File: src/rtl/fifo_rd_stream_if.sv
// Read-side stream bundle: FIFO pop port, valid/ready output stream and status.
// master = the drain stage, slave = FIFO plus sink environment.
interface fifo_rd_stream_if #(
  parameter int unsigned WORD_SIZE = 8,
  parameter int unsigned CNT_WIDTH = 16
);
  logic                 empty;
  logic [WORD_SIZE-1:0] r_word;
  logic                 ren;
  logic                 out_valid;
  logic                 out_ready;
  logic [WORD_SIZE-1:0] out_data;
  logic [1:0]           occupancy;
  logic [CNT_WIDTH-1:0] word_cnt;

  modport master (
    input  empty, r_word, out_ready,
    output ren, out_valid, out_data, occupancy, word_cnt
  );

  modport slave (
    output empty, r_word, out_ready,
    input  ren, out_valid, out_data, occupancy, word_cnt
  );
endinterface

File: src/rtl/fifo_rd_stream.sv
// FIFO read drain: turns the ren/empty/r_word pop port into a valid/ready stream
// through a 2-entry skid buffer, and counts delivered words (saturating).
module fifo_rd_stream #(
  parameter int unsigned WORD_SIZE = 8,
  parameter int unsigned CNT_WIDTH = 16
) (
  input logic              clk,
  input logic              rst,
  fifo_rd_stream_if.master bus
);

  logic                 inflight_q;
  logic [1:0]           occ_q, occ_d;
  logic [WORD_SIZE-1:0] mem_q [2];
  logic                 wr_ptr_q, rd_ptr_q;
  logic [CNT_WIDTH-1:0] cnt_q;
  logic                 xfer;
  logic                 ren;
  logic [2:0]           used;

  assign xfer = (occ_q != 2'd0) & bus.out_ready;
  assign used = {1'b0, occ_q} + {2'b00, inflight_q};

  // Pop only when a slot is guaranteed free as the word lands next cycle.
  assign ren = ~bus.empty & rst & (used < (3'd2 + {2'b00, xfer}));

  always_comb begin
    occ_d = occ_q;
    unique case ({inflight_q, xfer})
      2'b10:   occ_d = occ_q + 2'd1;
      2'b01:   occ_d = occ_q - 2'd1;
      default: occ_d = occ_q;
    endcase
  end

  always_ff @(posedge clk or negedge rst) begin
    if (!rst) begin
      inflight_q <= 1'b0;
      occ_q      <= 2'd0;
      wr_ptr_q   <= 1'b0;
      rd_ptr_q   <= 1'b0;
      cnt_q      <= '0;
      mem_q[0]   <= '0;
      mem_q[1]   <= '0;
    end else begin
      inflight_q <= ren;
      occ_q      <= occ_d;
      if (inflight_q) begin
        mem_q[wr_ptr_q] <= bus.r_word;
        wr_ptr_q        <= ~wr_ptr_q;
      end
      if (xfer) begin
        rd_ptr_q <= ~rd_ptr_q;
        if (cnt_q != {CNT_WIDTH{1'b1}}) begin
          cnt_q <= cnt_q + 1'b1;
        end
      end
    end
  end

  assign bus.ren       = ren;
  assign bus.out_valid = (occ_q != 2'd0);
  assign bus.out_data  = mem_q[rd_ptr_q];
  assign bus.occupancy = occ_q;
  assign bus.word_cnt  = cnt_q;

endmodule

File: src/flat_wrapper.sv
// flat-port wrapper written by rule: the top's interface ports become plain ports
module fifo_rd_stream_flat 
#(
  parameter int unsigned WORD_SIZE = 8,
  parameter int unsigned CNT_WIDTH = 16
)
  (clk, rst, bus_empty, bus_r_word, bus_out_ready, bus_ren, bus_out_valid, bus_out_data, bus_occupancy, bus_word_cnt);
  fifo_rd_stream_if #(.WORD_SIZE(WORD_SIZE), .CNT_WIDTH(CNT_WIDTH)) bus_i ();
  input logic clk;
  input logic rst;
  input wire logic [$bits(bus_i.empty)-1:0] bus_empty;
  input wire logic [$bits(bus_i.r_word)-1:0] bus_r_word;
  input wire logic [$bits(bus_i.out_ready)-1:0] bus_out_ready;
  output wire logic [$bits(bus_i.ren)-1:0] bus_ren;
  output wire logic [$bits(bus_i.out_valid)-1:0] bus_out_valid;
  output wire logic [$bits(bus_i.out_data)-1:0] bus_out_data;
  output wire logic [$bits(bus_i.occupancy)-1:0] bus_occupancy;
  output wire logic [$bits(bus_i.word_cnt)-1:0] bus_word_cnt;
  assign bus_i.empty = bus_empty;
  assign bus_i.r_word = bus_r_word;
  assign bus_i.out_ready = bus_out_ready;
  assign bus_ren = bus_i.ren;
  assign bus_out_valid = bus_i.out_valid;
  assign bus_out_data = bus_i.out_data;
  assign bus_occupancy = bus_i.occupancy;
  assign bus_word_cnt = bus_i.word_cnt;
  fifo_rd_stream #(.WORD_SIZE(WORD_SIZE), .CNT_WIDTH(CNT_WIDTH)) u_core (.clk(clk), .rst(rst), .bus(bus_i));
endmodule
File: config.mk
export PLATFORM = sky130hd
export DESIGN_NAME = fifo_rd_stream_flat
export DESIGN_NICKNAME = d
export VERILOG_FILES = /design/src/rtl/fifo_rd_stream_if.sv /design/src/rtl/fifo_rd_stream.sv /design/src/flat_wrapper.sv
export SDC_FILE = /design/constraint.sdc
export NUM_CORES = 1
export LEC_CHECK = 0
export ABC_AREA = 1
export CORE_MARGIN = 8
export CORE_UTILIZATION = 29
export DETAILED_ROUTE_END_ITERATION = 10
export PLACE_DENSITY = 0.53
export REMOVE_ABC_BUFFERS = 1
export SETUP_SLACK_MARGIN = 0.2
export SLEW_MARGIN = 10
export SYNTH_ARGS = -nofsm -noshare
export SYNTH_HDL_FRONTEND = slang
export SYNTH_SLANG_ARGS = --single-unit
File: constraint.sdc
create_clock -name clk -period 2.3 [get_ports clk]
set_clock_uncertainty 0.2 [all_clocks]
set_input_delay 0.345 -clock clk [delete_from_list [all_inputs] [get_ports clk]]
set_output_delay 0.345 -clock clk [all_outputs]
set_load 0.03 [all_outputs]
==> results of run 1 <==
==> what timing repair did <==
action                                  in CTS  in global routing
endpoints found under the setup margin      10                 12
hold buffers                                 1                  0
buffers inserted                             1                  1
endpoints found under the hold margin       37                  0
pin swaps                                    2                  4
gates resized for setup                     14                 13
==> critical path, delay by kind of cell, from the launching register on <==
kind | cells | cell delay, ns
DFF | 1 | 0.44
and+or+nand+nor | 3 | 0.37
AOI/OAI and AO/OA | 1 | 0.13
buffers and inverters | 3 | 0.31
==> Yosys cell counts, drive strengths merged <==
cell,count
inv,27
nand4,4
nor2,23
nand2,115
dfrtp,37
nand3,6
xnor2,5
or2,2
xor2,3
clkbuf,2
o21ai,25
ha,4
nand3b,1
buf,3
a21oi,2
a22oi,1
==> stage by stage <==
step / std cells / util / power [mW] / hold slack [ns]
CTS: 388 / 0.387 / 3.15 / 0.293
floorplan: 255 / - / 1.99 / -0.151
global placement: 378 / 0.366 / 2.60 / 0.268
finish: 389 / 0.395 / 3.15 / 0.289
global route: 389 / 0.395 / 3.40 / 0.318
detailed placement: 378 / 0.366 / 2.61 / 0.272
==> power groups by stage <==
stage	clock, mW	sequential, mW	combinational, mW
after global routing	0.625	1.14	1.63
after floorplan	0	1.21	0.786
after CTS	0.592	1.09	1.46
after global placement	0	1.10	1.49
final	0.570	1.10	1.48
after detailed placement	0	1.10	1.51
==> routing by layer <==
| metal | vias to the layer above | global-route usage |
|---|---|---|
| met5 | - | 0 |
| met1 | 774 | 0.128 |
| met3 | 2 | 0.0444 |
| met4 | 0 | 0.0224 |
| met2 | 35 | 0.150 |
| li1 | 903 | - |
==> worst max path at each step <==
stage,to,slack (ns),startpoint
6_report,bus_ren,0.22,u_core.bus.occupancy[0]$_DFFE_PN0P_
4_1_cts,bus_ren,0.16,u_core.bus.occupancy[0]$_DFFE_PN0P_
5_1_grt,bus_ren,0.14,u_core.bus.occupancy[0]$_DFFE_PN0P_
2_1_floorplan,bus_ren,0.05,u_core.bus.occupancy[0]$_DFFE_PN0P_
3_5_place_dp,bus_ren,0.08,bus_out_ready
3_3_place_gp,bus_ren,0.11,bus_out_ready
==> state kept, by name, summed over array words and instances (netlist names) <==
| name | flops |
|---|---|
| u_core.bus.occupancy | 2 |
| u_core.bus.word_cnt | 16 |
| u_core.inflight_q | 1 |
| u_core.mem_q | 16 |
| u_core.rd_ptr_q | 1 |
| u_core.wr_ptr_q | 1 |
==> area by class of cell <==
type | count | area (sq um)
multi-input combinational | 191 | 966
tap | 80 | 100
clock buffer | 5 | 68.8
fill | 712 | 4070
sequential | 37 | 927
inverter | 27 | 101
clock inverter | 3 | 46.3
timing repair buffer | 46 | 442
==> cell families (layout without fill, tap and decap cells) <==
group	after synthesis	after routing	synth area share
DFF	37	37	0.467
xor gates and xnor gates	8	8	0.0353
buffers and inverters	32	81	0.0707
AOI/OAI and AO/OA	28	28	0.0757
adders and majority gates	4	4	0.0252
and+or+nand+nor	151	151	0.326
==> layout by cell type, fill, tap and decap left out, types with 2 or more instances in the layout <==
cell type and n:
nand2_1 111, dfrtp_1 36, clkdlybuf4s50_1 25, inv_1 23, o21ai_0 23, nor2_1 17, dlygate4sd2_1 9, xnor2_1 5
nand3_1 5, clkbuf_8 5, buf_4 5, inv_2 4, nand4_1 4, nor2_4 3, nand2_2 3, xor2_1 3
dlymetal6s2s_1 3, nor2_2 2, o21ai_2 2, ha_1 2, ha_4 2, buf_6 2
==> impl_metrics.yaml, run 1 <==
clock_network:
  cts-root-buf: "clkbuf_8"
  path_clk_slew_ns: 0.08
  cts_sinks: 37
  cts_buffers: 5
  clk_latency_ns: 0.29
  cts_tree: "done"
  clock_path_buffers: 2
  htree_num_levels: 2
yosys:
  synthCells: 260
  yosysWarnings: 0
  postSynthRegisterBits: 37
  synth.distinct_cells: 26
  synth_seq_area_share: 0.467
  synth_area_leaders: "dfrtp_1 (47%), nand2_1 (21%), o21ai_0 (5.8%), inv_1 (4.7%), nor2_1 (3.4%)"
  synthDominantCellAreaShare: 0.467
  syn_avg_cell_area_sq_um: 7.63
  synth_area_sq_um: 1980
  synth.largest_area_cell: "dfrtp_1"
grt:
  grt_pass1_vias: 1617
  grt_util_all_layers: 0.0998
  grt_max_degree: 38
  grt_pass1_wl_um: 7980
  grt_overflow: 0
  antenna_found_initial: 0
setup_path:
  critPathKind: "flip-flop to output port"
  critPathMaxFanout: 5
  startpoint_type: "flip-flop"
  reg2reg_depth: 8
  r2r_start: "u_core.bus.occupancy[0]$_DFFE_PN0P_"
  cp.arrival_ns: 1.54
  slowest_delay_ns: 0.44
  path_common_cell: "buf_6"
  cp-end-kind: "output port"
  cpMaxStageDelayCell: "dfrtp_2"
  path_cells: "buf_6 > nor2_4 > nor2_8 > inv_2 > or2_4 > a21oi_4 > buf_6"
  crit_required_ns: 1.75
  timing.rr.end: "u_core.bus.occupancy[1]$_DFFE_PN0P_"
  reg2reg_setup_slack_ns: 0.34
layout:
  nNetsFinal: 324
  syn_to_final_growth_pct: 33.7
  n_antenna_cell: 0
  drive_gt1_frac: 0.126
  final_area_sq_um: 2650
detailed_routing:
  drc: 0
  met1_length_um: 2350
  highest_layer: "met4"
  wirelength_um: 4700
  met3_length_um: 337
  drtPass1Iterations: 4
  drt_iter0_drc: 53
  vias: 1714
  wl_met2_um: 2000
  post_drt_via_cell_ratio: 4.41
  wire_per_inst_um: 12.1
  ant_nets: 0
floorplanning:
  die_x_um: 98.7
  start_util: 0.295
  design.die.area_sq_um: 9740
  die_h_um: 98.7
  core-area_sq_um: 6720
  rows: 30
  io_pins: 40
power:
  seq_power_share: 0.350
  p_clk_frac: 0.181
  p_leak_nw: 1.28
  combPwrFrac: 0.470
  powerDensity_nw_per_um2: 1190
  switching_share: 0.432
  intPower_mw: 1.79
  p_switching_mw: 1.36
  vdd.ir_drop.worst_mv: 0.659
placement:
  placed_area_sq_um: 2460
  place_hpwl_um: 3370
  dp_slack_ns: 0.0842
  io_buffers: 39
  place_congestion: 0.784
job:
  cap_violations: 0
worst_hold_path:
  hold_class: "flip-flop to flip-flop"
  holdPathStages: 2
  whs_endpoint: "u_core.mem_q[10]$_DFFE_PN0P_"
  hp-start: "u_core.mem_q[10]$_DFFE_PN0P_"
timing:
  setup_viol: 0
  tightest_slew_ns: 0.487
  period_share: 0.906
  period_minus_slack_ns: 2.08
  setup_ws_ns: 0.217
  slew_viol_final: 0
  relSlewSlack: 0.675
  hold_violations: 0
  rsz0062_at_grt: "yes"
  tns_ns: 0
  fmax_ghz: 0.480
status:
  status: "completed"
No activity file was read; power rests on OpenSTA's default activity.
==> inputs of run 2 (changes only) <==
- CORE_MARGIN: 8 -> 5
==> run 2 against run 1 <==
Effect of this change: hold slack about the same; global-route usage increased by 1.9 points; total power increased by 3.4%; critical endpoint unchanged; count of clock-buffer cells in the layout unchanged; core utilization increased by 0.19 points; first-iteration DRC count increased by 40%; setup slack improved by 0.0062 ns; maximum frequency increased by 0.30%; routed wire length decreased by 1.1%; combinational power about the same; highest routed layer unchanged.
==> impl_metrics.yaml, run 2 (same netlist as run 1, synthesis figures left out) <==
floorplanning:
  start_util: 0.295
  design.die.area_sq_um: 8590
  core-area_sq_um: 6720
  die_x_um: 92.7
  die_h_um: 92.7
  rows: 30
  io_pins: 40
timing:
  relSlewSlack: 0.685
  tightest_slew_ns: 0.472
  period_share: 0.903
  setup_viol: 0
  period_minus_slack_ns: 2.08
  slew_viol_final: 0
  hold_violations: 0
  rsz0062_at_grt: "yes"
  fmax_ghz: 0.481
  tns_ns: 0
  holdWs_ns: 0.289
power:
  p_leak_nw: 1.30
  powerDensity_nw_per_um2: 1220
  vdd.ir_drop.worst_mv: 0.541
  power_mw: 3.26
clock_network:
  cts-root-buf: "clkbuf_8"
  clk_latency_ns: 0.29
  clock_path_buffers: 2
  cts_tree: "done"
  cts_sinks: 37
  htree_num_levels: 2
  path_clk_slew_ns: 0.08
  cts_buffers: 5
setup_path:
  slowest_delay_ns: 0.47
  cpMaxStageDelayCell: "dfrtp_2"
  crit_required_ns: 1.75
  cp.arrival_ns: 1.53
  startpoint_type: "flip-flop"
  critPathMaxFanout: 6
  critPathKind: "flip-flop to output port"
  cp-end-kind: "output port"
  path_cells: "ha_4 > or2_4 > a21oi_4 > buf_6"
detailed_routing:
  drc: 0
  drtPass1Iterations: 4
  drt_iter0_drc: 74
  post_drt_via_cell_ratio: 4.46
  ant_nets: 0
  vias: 1730
  wirelength_um: 4650
  wire_per_inst_um: 12.0
layout:
  layout_common_cells: "nand2_1 (111), dfrtp_1 (35), inv_1 (24), clkdlybuf4s50_1 (24), o21ai_0 (23)"
  final_area_sq_um: 2660
  nNetsFinal: 323
  fin_util: 0.396
  final_common_cell: "nand2_1"
  drive_gt1_frac: 0.123
  syn_to_final_growth_pct: 34.3
  n_antenna_cell: 0
grt:
  grt_pass1_wl_um: 8200
  grt_overflow: 0
  grt_max_degree: 38
  antenna_found_initial: 0
  grt_util_all_layers: 0.119
  grt_pass1_vias: 1767
status:
  status: "completed"
placement:
  io_buffers: 39
  place_hpwl_um: 3290
  place_congestion: 0.749
  placed_area_sq_um: 2450
worst_hold_path:
  hold_class: "flip-flop to flip-flop"
job:
  cap_violations: 0
-- run 2: area by class of cell --
class                      count  area (sq um)
multi-input combinational    191           966
fill                         707          4060
tap                           80           100
timing repair buffer          45           430
sequential                    37           928
clock inverter                 3          68.8
inverter                      27           101
clock buffer                   5          68.8
-- run 2: worst paths after layout --
path	start	to	slack [ns]	cells past startpoint
max	u_core.bus.occupancy[0]$_DFFE_PN0P_	bus_ren	0.22	4
min	u_core.mem_q[8]$_DFFE_PN0P_	u_core.mem_q[8]$_DFFE_PN0P_	0.29	2
max reg2reg	u_core.bus.occupancy[0]$_DFFE_PN0P_	u_core.bus.occupancy[1]$_DFFE_PN0P_	0.39	7
min reg2reg	u_core.mem_q[8]$_DFFE_PN0P_	u_core.mem_q[8]$_DFFE_PN0P_	0.29	2
max in group asynchronous	rst	u_core.bus.occupancy[1]$_DFFE_PN0P_	1.08	3
min in group asynchronous	rst	u_core.bus.word_cnt[8]$_DFFE_PN0P_	0.46	3
-- run 2: critical path: cells and delay by family (launching register included) --
family	cells	cell delay (ns)
AOI/OAI and AO/OA	1	0.13
DFF	1	0.47
and+or+nand+nor	1	0.25
buffers and inverters	1	0.14
adders and majority gates	1	0.24
-- run 2: routing by layer --
metal / track usage / wire (um) / vias to the layer above
li1: - / - / 895
met1: 0.154 / 2300 / 779
met2: 0.186 / 1950 / 49
met3: 0.0463 / 356 / 7
met4: 0.0281 / 42 / 0
met5: 0 / 0 / -
-- run 2: where the power goes --
part           switching, mW  leakage, nW  internal, mW
clock                  0.252       0.0687         0.437
sequential             0.204        0.465         0.890
combinational          0.907        0.762         0.571
-- run 2: stage by stage --
step                      setup slack, ns  cells
after CTS                           0.191    386
after global placement             0.0747    377
after detailed placement           0.0524    377
final                               0.223    388
after floorplan                    0.0491    255
after global routing                0.158    388
-- run 2: timing repair --
item,in CTS,in global routing
hold buffers,1,0
hold endpoints to repair,37,0
pin swaps,2,4
setup buffers,0,2
gates resized for setup,17,10
endpoints found under the setup margin,10,5
